File: config.mk
export PLATFORM = sky130hd
export DESIGN_NAME = fp_div_arbiter
export DESIGN_NICKNAME = d
export VERILOG_FILES = /design/src/rtl/fp_div_arbiter.sv
export SDC_FILE = /design/constraint.sdc
export NUM_CORES = 1
export LEC_CHECK = 0
export ABC_AREA = 0
export CAP_MARGIN = 20
export CORE_AREA = 2 2 156 158
export CTS_BUF_LIST = sky130_fd_sc_hd__clkbuf_4 sky130_fd_sc_hd__clkbuf_8
export CTS_CLUSTER_SIZE = 40
export DETAILED_ROUTE_END_ITERATION = 6
export DIE_AREA = 0 0 158 160
export PLACE_DENSITY = 0.68
export SYNTH_ARGS = -nofsm -noshare
export SYNTH_HDL_FRONTEND = slang
export SYNTH_SLANG_ARGS = --single-unit
File: constraint.sdc
create_clock -name clk -period 5.3 [get_ports clk]
set_input_delay 0.53 -clock clk [delete_from_list [all_inputs] [get_ports clk]]
set_output_delay 0.53 -clock clk [all_outputs]
set_load 0.01 [all_outputs]
File: src/rtl/fp_div_arbiter.sv
// fp_div_arbiter: time-shares one combinational single-precision divider between
// N_REQ requesters. Round-robin grant, operands held for DIV_CYCLES settle cycles,
// quotient captured and returned on a shared response bus tagged with the owner ID.
module fp_div_arbiter #(
    parameter int unsigned N_REQ      = 4,   // 2..8
    parameter int unsigned ID_W       = 2,   // ceil(log2(N_REQ)), min 1
    parameter int unsigned DIV_CYCLES = 4    // 1..255
) (
    input  logic                  clk,
    input  logic                  rst_n,

    // Requester side
    input  logic [N_REQ-1:0]      req_valid,
    output logic [N_REQ-1:0]      req_ready,
    input  logic [32*N_REQ-1:0]   req_a,
    input  logic [32*N_REQ-1:0]   req_b,

    // Shared divider
    output logic [31:0]           div_a_operand,
    output logic [31:0]           div_b_operand,
    input  logic [31:0]           div_result,
    input  logic                  div_exception,

    // Response bus
    output logic                  resp_valid,
    input  logic                  resp_ready,
    output logic [ID_W-1:0]       resp_id,
    output logic [31:0]           resp_result,
    output logic                  resp_exception,
    output logic                  resp_dbz,

    output logic                  busy
);

    typedef enum logic [1:0] {
        StIdle = 2'd0,
        StBusy = 2'd1,
        StResp = 2'd2
    } state_e;

    // Requester count at the width of the wrap-around sum.
    localparam logic [ID_W:0] NReqW     = (ID_W + 1)'(N_REQ);
    localparam logic [ID_W-1:0] LastId  = ID_W'(N_REQ - 1);
    localparam logic [7:0]    CntLoad   = 8'(DIV_CYCLES - 1);

    state_e          state_q, state_d;
    logic [ID_W-1:0] ptr_q, ptr_d;
    logic [7:0]      cnt_q, cnt_d;

    logic [31:0]     div_a_q, div_b_q;
    logic [ID_W-1:0] resp_id_q;
    logic [31:0]     resp_result_q;
    logic            resp_exc_q;
    logic            resp_dbz_q;
    logic            resp_valid_q;

    logic [2*N_REQ-1:0] valid_dbl;
    logic [N_REQ-1:0]   valid_rot;
    logic               grant_vld;
    logic [ID_W:0]      grant_off;
    logic [ID_W:0]      grant_sum;
    logic [ID_W-1:0]    grant_id;
    logic [31:0]        sel_a, sel_b;

    logic accept;
    logic capture;
    logic resp_done;

    // Rotate the valid vector so bit k is requester (ptr + k) mod N_REQ.
    assign valid_dbl = {req_valid, req_valid};
    assign valid_rot = N_REQ'(valid_dbl >> ptr_q);

    // Round-robin search: lowest rotated offset with a valid request wins.
    always_comb begin
        grant_vld = 1'b0;
        grant_off = '0;
        for (int k = N_REQ - 1; k >= 0; k--) begin
            if (valid_rot[k]) begin
                grant_vld = 1'b1;
                grant_off = (ID_W + 1)'(k);
            end
        end
        grant_sum = {1'b0, ptr_q} + grant_off;
        grant_id  = (grant_sum >= NReqW) ? ID_W'(grant_sum - NReqW) : ID_W'(grant_sum);
    end

    // Operand mux for the granted requester.
    always_comb begin
        sel_a = '0;
        sel_b = '0;
        for (int i = 0; i < N_REQ; i++) begin
            if (grant_id == ID_W'(i)) begin
                sel_a = req_a[32*i +: 32];
                sel_b = req_b[32*i +: 32];
            end
        end
    end

    // FSM state, round-robin pointer and settle counter.
    always_ff @(posedge clk or negedge rst_n) begin
        if (!rst_n) begin
            state_q <= StIdle;
            ptr_q   <= '0;
            cnt_q   <= '0;
        end else begin
            state_q <= state_d;
            ptr_q   <= ptr_d;
            cnt_q   <= cnt_d;
        end
    end

    // Next-state logic: accept in IDLE, count down in BUSY, wait for consumer in RESP.
    always_comb begin
        state_d = state_q;
        ptr_d   = ptr_q;
        cnt_d   = cnt_q;
        unique case (state_q)
            StIdle: begin
                if (grant_vld) begin
                    state_d = StBusy;
                    cnt_d   = CntLoad;
                end
            end
            StBusy: begin
                if (cnt_q == 8'd0) begin
                    state_d = StResp;
                end else begin
                    cnt_d = cnt_q - 8'd1;
                end
            end
            StResp: begin
                if (resp_ready) begin
                    state_d = StIdle;
                    // Start the next search just past the requester just served.
                    ptr_d   = (resp_id_q == LastId) ? '0 : resp_id_q + 1'b1;
                end
            end
            default: begin
                state_d = StIdle;
            end
        endcase
    end

    // FSM outputs and datapath strobes; req_ready is forced low while in reset.
    always_comb begin
        accept    = (state_q == StIdle) && grant_vld;
        capture   = (state_q == StBusy) && (cnt_q == 8'd0);
        resp_done = (state_q == StResp) && resp_ready;
        busy      = (state_q != StIdle);
        req_ready = '0;
        for (int i = 0; i < N_REQ; i++) begin
            req_ready[i] = rst_n && accept && (grant_id == ID_W'(i));
        end
    end

    // Operand, response payload and response-valid registers.
    always_ff @(posedge clk or negedge rst_n) begin
        if (!rst_n) begin
            div_a_q       <= '0;
            div_b_q       <= '0;
            resp_id_q     <= '0;
            resp_result_q <= '0;
            resp_exc_q    <= 1'b0;
            resp_dbz_q    <= 1'b0;
            resp_valid_q  <= 1'b0;
        end else begin
            if (accept) begin
                div_a_q    <= sel_a;
                div_b_q    <= sel_b;
                resp_id_q  <= grant_id;
                resp_dbz_q <= (sel_b[30:23] == 8'h00);
            end
            if (capture) begin
                resp_result_q <= div_result;
                resp_exc_q    <= div_exception;
            end
            if (capture) begin
                resp_valid_q <= 1'b1;
            end else if (resp_done) begin
                resp_valid_q <= 1'b0;
            end
        end
    end

    assign div_a_operand  = div_a_q;
    assign div_b_operand  = div_b_q;
    assign resp_valid     = resp_valid_q;
    assign resp_id        = resp_id_q;
    assign resp_result    = resp_result_q;
    assign resp_exception = resp_exc_q;
    assign resp_dbz       = resp_dbz_q;

endmodule

==> results <==
- The flow ran to the end, and the final reports show no timing, DRC or antenna violations.
- The number of rows in the core area is 57.
- Setup repair after global routing left no endpoint under its margin.
- After synthesis, the largest area contributor takes up 45.1% of total cell area.
- The total clock buffers created by CTS is 17.
- The startpoint of the most critical register-to-register path is ptr_q[0].
- The die outline area is 25300 um2.
- The number of vias after detailed routing is 5952.
- The number of DRC markers in iteration 0 is 292.
- CTS placed an instance of clkbuf_8 at the clock tree root.
- The number of unique standard cell types used by synthesis is 42.
- The pin count of the biggest net entering global routing is 69.
- The vertical extent of the die is 160 um.
- The critical path endpoint category is an output pin.
- The initial antenna violation count was 2.
- The number of buffers between clock root and the deepest sink is 2.
- The final max-slew violation count is 0.
- The worst-case vdd ir drop is 252 uV.
- The post-route netlist has 9.19% of its cells at a drive strength greater than 1.
- The max-capacitance violation count is 0.
- The launching element of the worst setup path is req_valid[3].
- The post-synthesis cell area is 6260 um2.
- In this run the horizontal extent of the chip is 158 um.
- At the worst endpoint, the required time is 4.77 ns.
- The accumulated negative setup slack is 0 ns.
- After floorplanning, the core was sized to cover 23800 um2.
- For this run, the detailed router's first-pass iteration total came to 4.
- The minimum setup slack among reg-to-reg paths is 1.86 ns.
- The critical path arrival is 3.45 ns.
- The most used flip-flop cell after synthesis is dfrtp_1.
- The startpoint type of the worst setup path is an input port.
- The analysis attributes to cell leakage a power of 4.54 nW.
- Measured against its own limit, the worst slew margin works out to 43.5%.
- The register bit count reported by yosys is 113.
- Sequential elements use 45.1% of the synthesized area.
- Each instance of the synthesized netlist takes up on average 11.4 um2.
- Counting every net in the synthesized netlist gives 848.
- After detailed placement, the design holds a cell count of 1238.
- The final critical-path required period is 3.98 ns.
- The count of endpoints failing hold in the final timing report is 0.
- Setup violations remaining at the end of the flow were counted as 0.
- The critical path ends at req_ready[2].
- The clock latency of the later-clocked register in the worst-skew pair is 0.43 ns.
- The quantity of hold-fixing buffers added after cts is 0.
- The ratio of final minimum period to clock period is 75.1%.
- The tightest min-delay check is of the in2async type.
- After clock tree synthesis, the clock-pin slew on the worst setup and hold paths is 0.09 ns.
- The count of buffers added on input and output ports is 401.
- By area the synthesized netlist is led by dfrtp_1 (45%), mux2i_1 (20%), o221ai_1 (8.7%).
- For this design the ratio of total power to cell area is 524 nW/um2.
- At the end of routability-driven placement, the weighted congestion stood at 0.820.
- Once detail routing completed, the nets flagged for antenna violations numbered 0.
- Once detailed placement completed, the half-perimeter wirelength came to 17.2 mm.
- The dominant cell type by area after synthesis is dfrtp_1.
- The count of flip-flops with a built-in enable after synthesis is 0.
- The setup path with the least slack is of type in2out.
- At the pin with the least slew margin, the transition time is 0.847 ns.
- The number of DRC violations after detailed routing is 0.
- Dividing the detail-routed wire length by the instance count gives 18.2 um.
- Synthesis handed over a netlist of 548 instances.
- The global-route usage over all layers is 17.8%.
- Static timing analysis puts the maximum clock frequency at 251 MHz.
- The number of global-route vias before repair came to 6196.
- During synthesis, Yosys emitted a total of 0 warnings.
- Relative to the synthesized area, the layout overhead comes to 75.0%.
- For this run the aggregate overflow at the end of global routing stands at 0.
- Counting cells, the worst reg-to-reg path comes to 8.
- The number of gates resized after CTS was 0.
- For this configuration, the core starts out at a cell density of 26.3%.
- The final standard cell count with taps included and fillers excluded is 1273.
- The clock tree from TritonCTS is yes.
- The via count normalized by instance count is 4.68.
- In this run the count of I/O pins placed on the die edge is 402.
- In the final design database the tool counted 1234 nets.
- The sink count of the clock tree is 113.
- The total power consumption of the routed design is 5.74 mW.
- The capturing point of the worst reg2reg path is div_a_operand[6].
- The wire length of the first global-routing pass is 34.6 mm.
- The H-tree was split into 4 levels.
- The routed design has 23.2 mm of wire.
- The largest fanout on the critical path is 24.
- The worst-case clock skew is 0.0190 ns.
- For this run, asynchronously set or reset flops after synthesis account for 100%.
- The number of setup buffers added after CTS is 0.
==> area by class of cell <==
class | instances | area (um2)
antenna | 2 | 5.00
clock inverter | 14 | 145
clock buffer | 18 | 241
multi-input combinational | 385 | 3200
tap | 324 | 405
sequential | 113 | 2830
timing repair buffer | 410 | 4120
fill | 2276 | 12900
inverter | 7 | 26.3
==> kinds of logic (layout without fill, tap and decap cells) <==
group                    after synthesis  in the layout  synth area share, %
XOR/XNOR                               8              8                 1.24
adder cells (fa/ha/maj)                4              4                0.799
AO/OA/AOI/OAI                         85             85                 11.2
flip-flops                           113            113                 45.1
buffers and inverters                 50            449                 4.13
multiplexers                         165            165                 28.8
AND/OR/NAND/NOR                      123            123                 8.71
other                                  0              2                    0
==> synth_stat cells (4+ instances only) <==
cell type,count
nor2_1,17
mux2i_1,128
o21ai_0,6
nand2b_1,5
o221ai_1,62
buf_4,12
inv_1,7
nand2_1,77
mux2_2,9
dfrtp_1,113
clkbuf_1,23
mux2_4,28
ha_1,4
nor4_1,7
xor2_1,4
==> registers in the layout, indices dropped and copies added, names as in the netlist <==
register and cells:
state_q 2, resp_exception 1, ptr_q 2, resp_dbz 1, div_a_operand 32, resp_result 32
resp_valid 1, resp_id 2, cnt_q 8, div_b_operand 32
==> through the flow <==
step           setup WS (ns)  instance area, um2  utilization (%)  hold WS, ns
5_1_grt                 1.15               11000             46.0        0.194
4_1_cts                 1.30               10900             45.9        0.171
3_3_place_gp           0.880               10500             44.2        0.465
2_1_floorplan           2.61                6260                -        0.234
3_5_place_dp            1.23               10600             44.3        0.472
6_report                1.32               11000             46.0        0.161
==> worst min path at each step <==
stage,end,slack [ns],cells past startpoint
after floorplan,cnt_q[0],0.23,0
after global placement,resp_valid,0.46,2
after detailed placement,div_a_operand[7],0.47,2
after CTS,ptr_q[0],0.17,1
after global routing,ptr_q[0],0.19,1
final,ptr_q[0],0.16,1
==> power breakdown <==
| group | switching [mW] | total (mW) | internal, mW | leakage (nW) |
|---|---|---|---|---|
| clock | 0.428 | 0.820 | 0.392 | 0.189 |
| sequential | 0.263 | 1.55 | 1.29 | 1.38 |
| combinational | 1.54 | 3.37 | 1.83 | 2.98 |
==> layer usage <==
metal | vias to the layer above | part of all wire (%) | wire length (um) | GRT usage [%]
met4 | 0 | 1.9 | 432 | 5.77
li1 | 2834 | - | - | -
met5 | - | 0 | 0 | 0
met2 | 240 | 50 | 11600 | 30.3
met1 | 2855 | 40 | 9310 | 21.5
met3 | 23 | 7.7 | 1790 | 5.35
==> cells in the final DEF, fill, tap and decap left out, types with 2 or more instances in the layout <==
cell and n:
mux2_4 28, clkdlybuf4s50_1 400, clkbuf_8 17, clkinv_4 2, diode_2 2, clkinvlp_4 3, a21oi_1 3, a22o_1 2
or3_1 3, nand3_1 3, ha_1 4, buf_12 3, mux2_2 9, inv_6 6, nand2b_1 4, o221ai_1 62
nor2_1 17, mux2i_1 128, nor4_1 7, inv_8 2, o21ai_0 6, nor2b_1 2, o22ai_1 3, dfrtp_1 113
inv_1 7, o31ai_1 2, xnor2_1 3, buf_4 7, nand2_1 76, xor2_1 4
==> critical path, cell delays in order <==
cell,delay (ns)
clkdlybuf4s50_1,0.57
inv_1,0.08
o311ai_0,0.29
o21ai_0,0.15
o221ai_1,0.09
ha_1,0.19
xor2_1,0.34
xnor2_4,0.24
buf_12,0.25
and3_1,0.18
clkdlybuf4s50_1,0.53
Power figures use the tool's default switching activity.
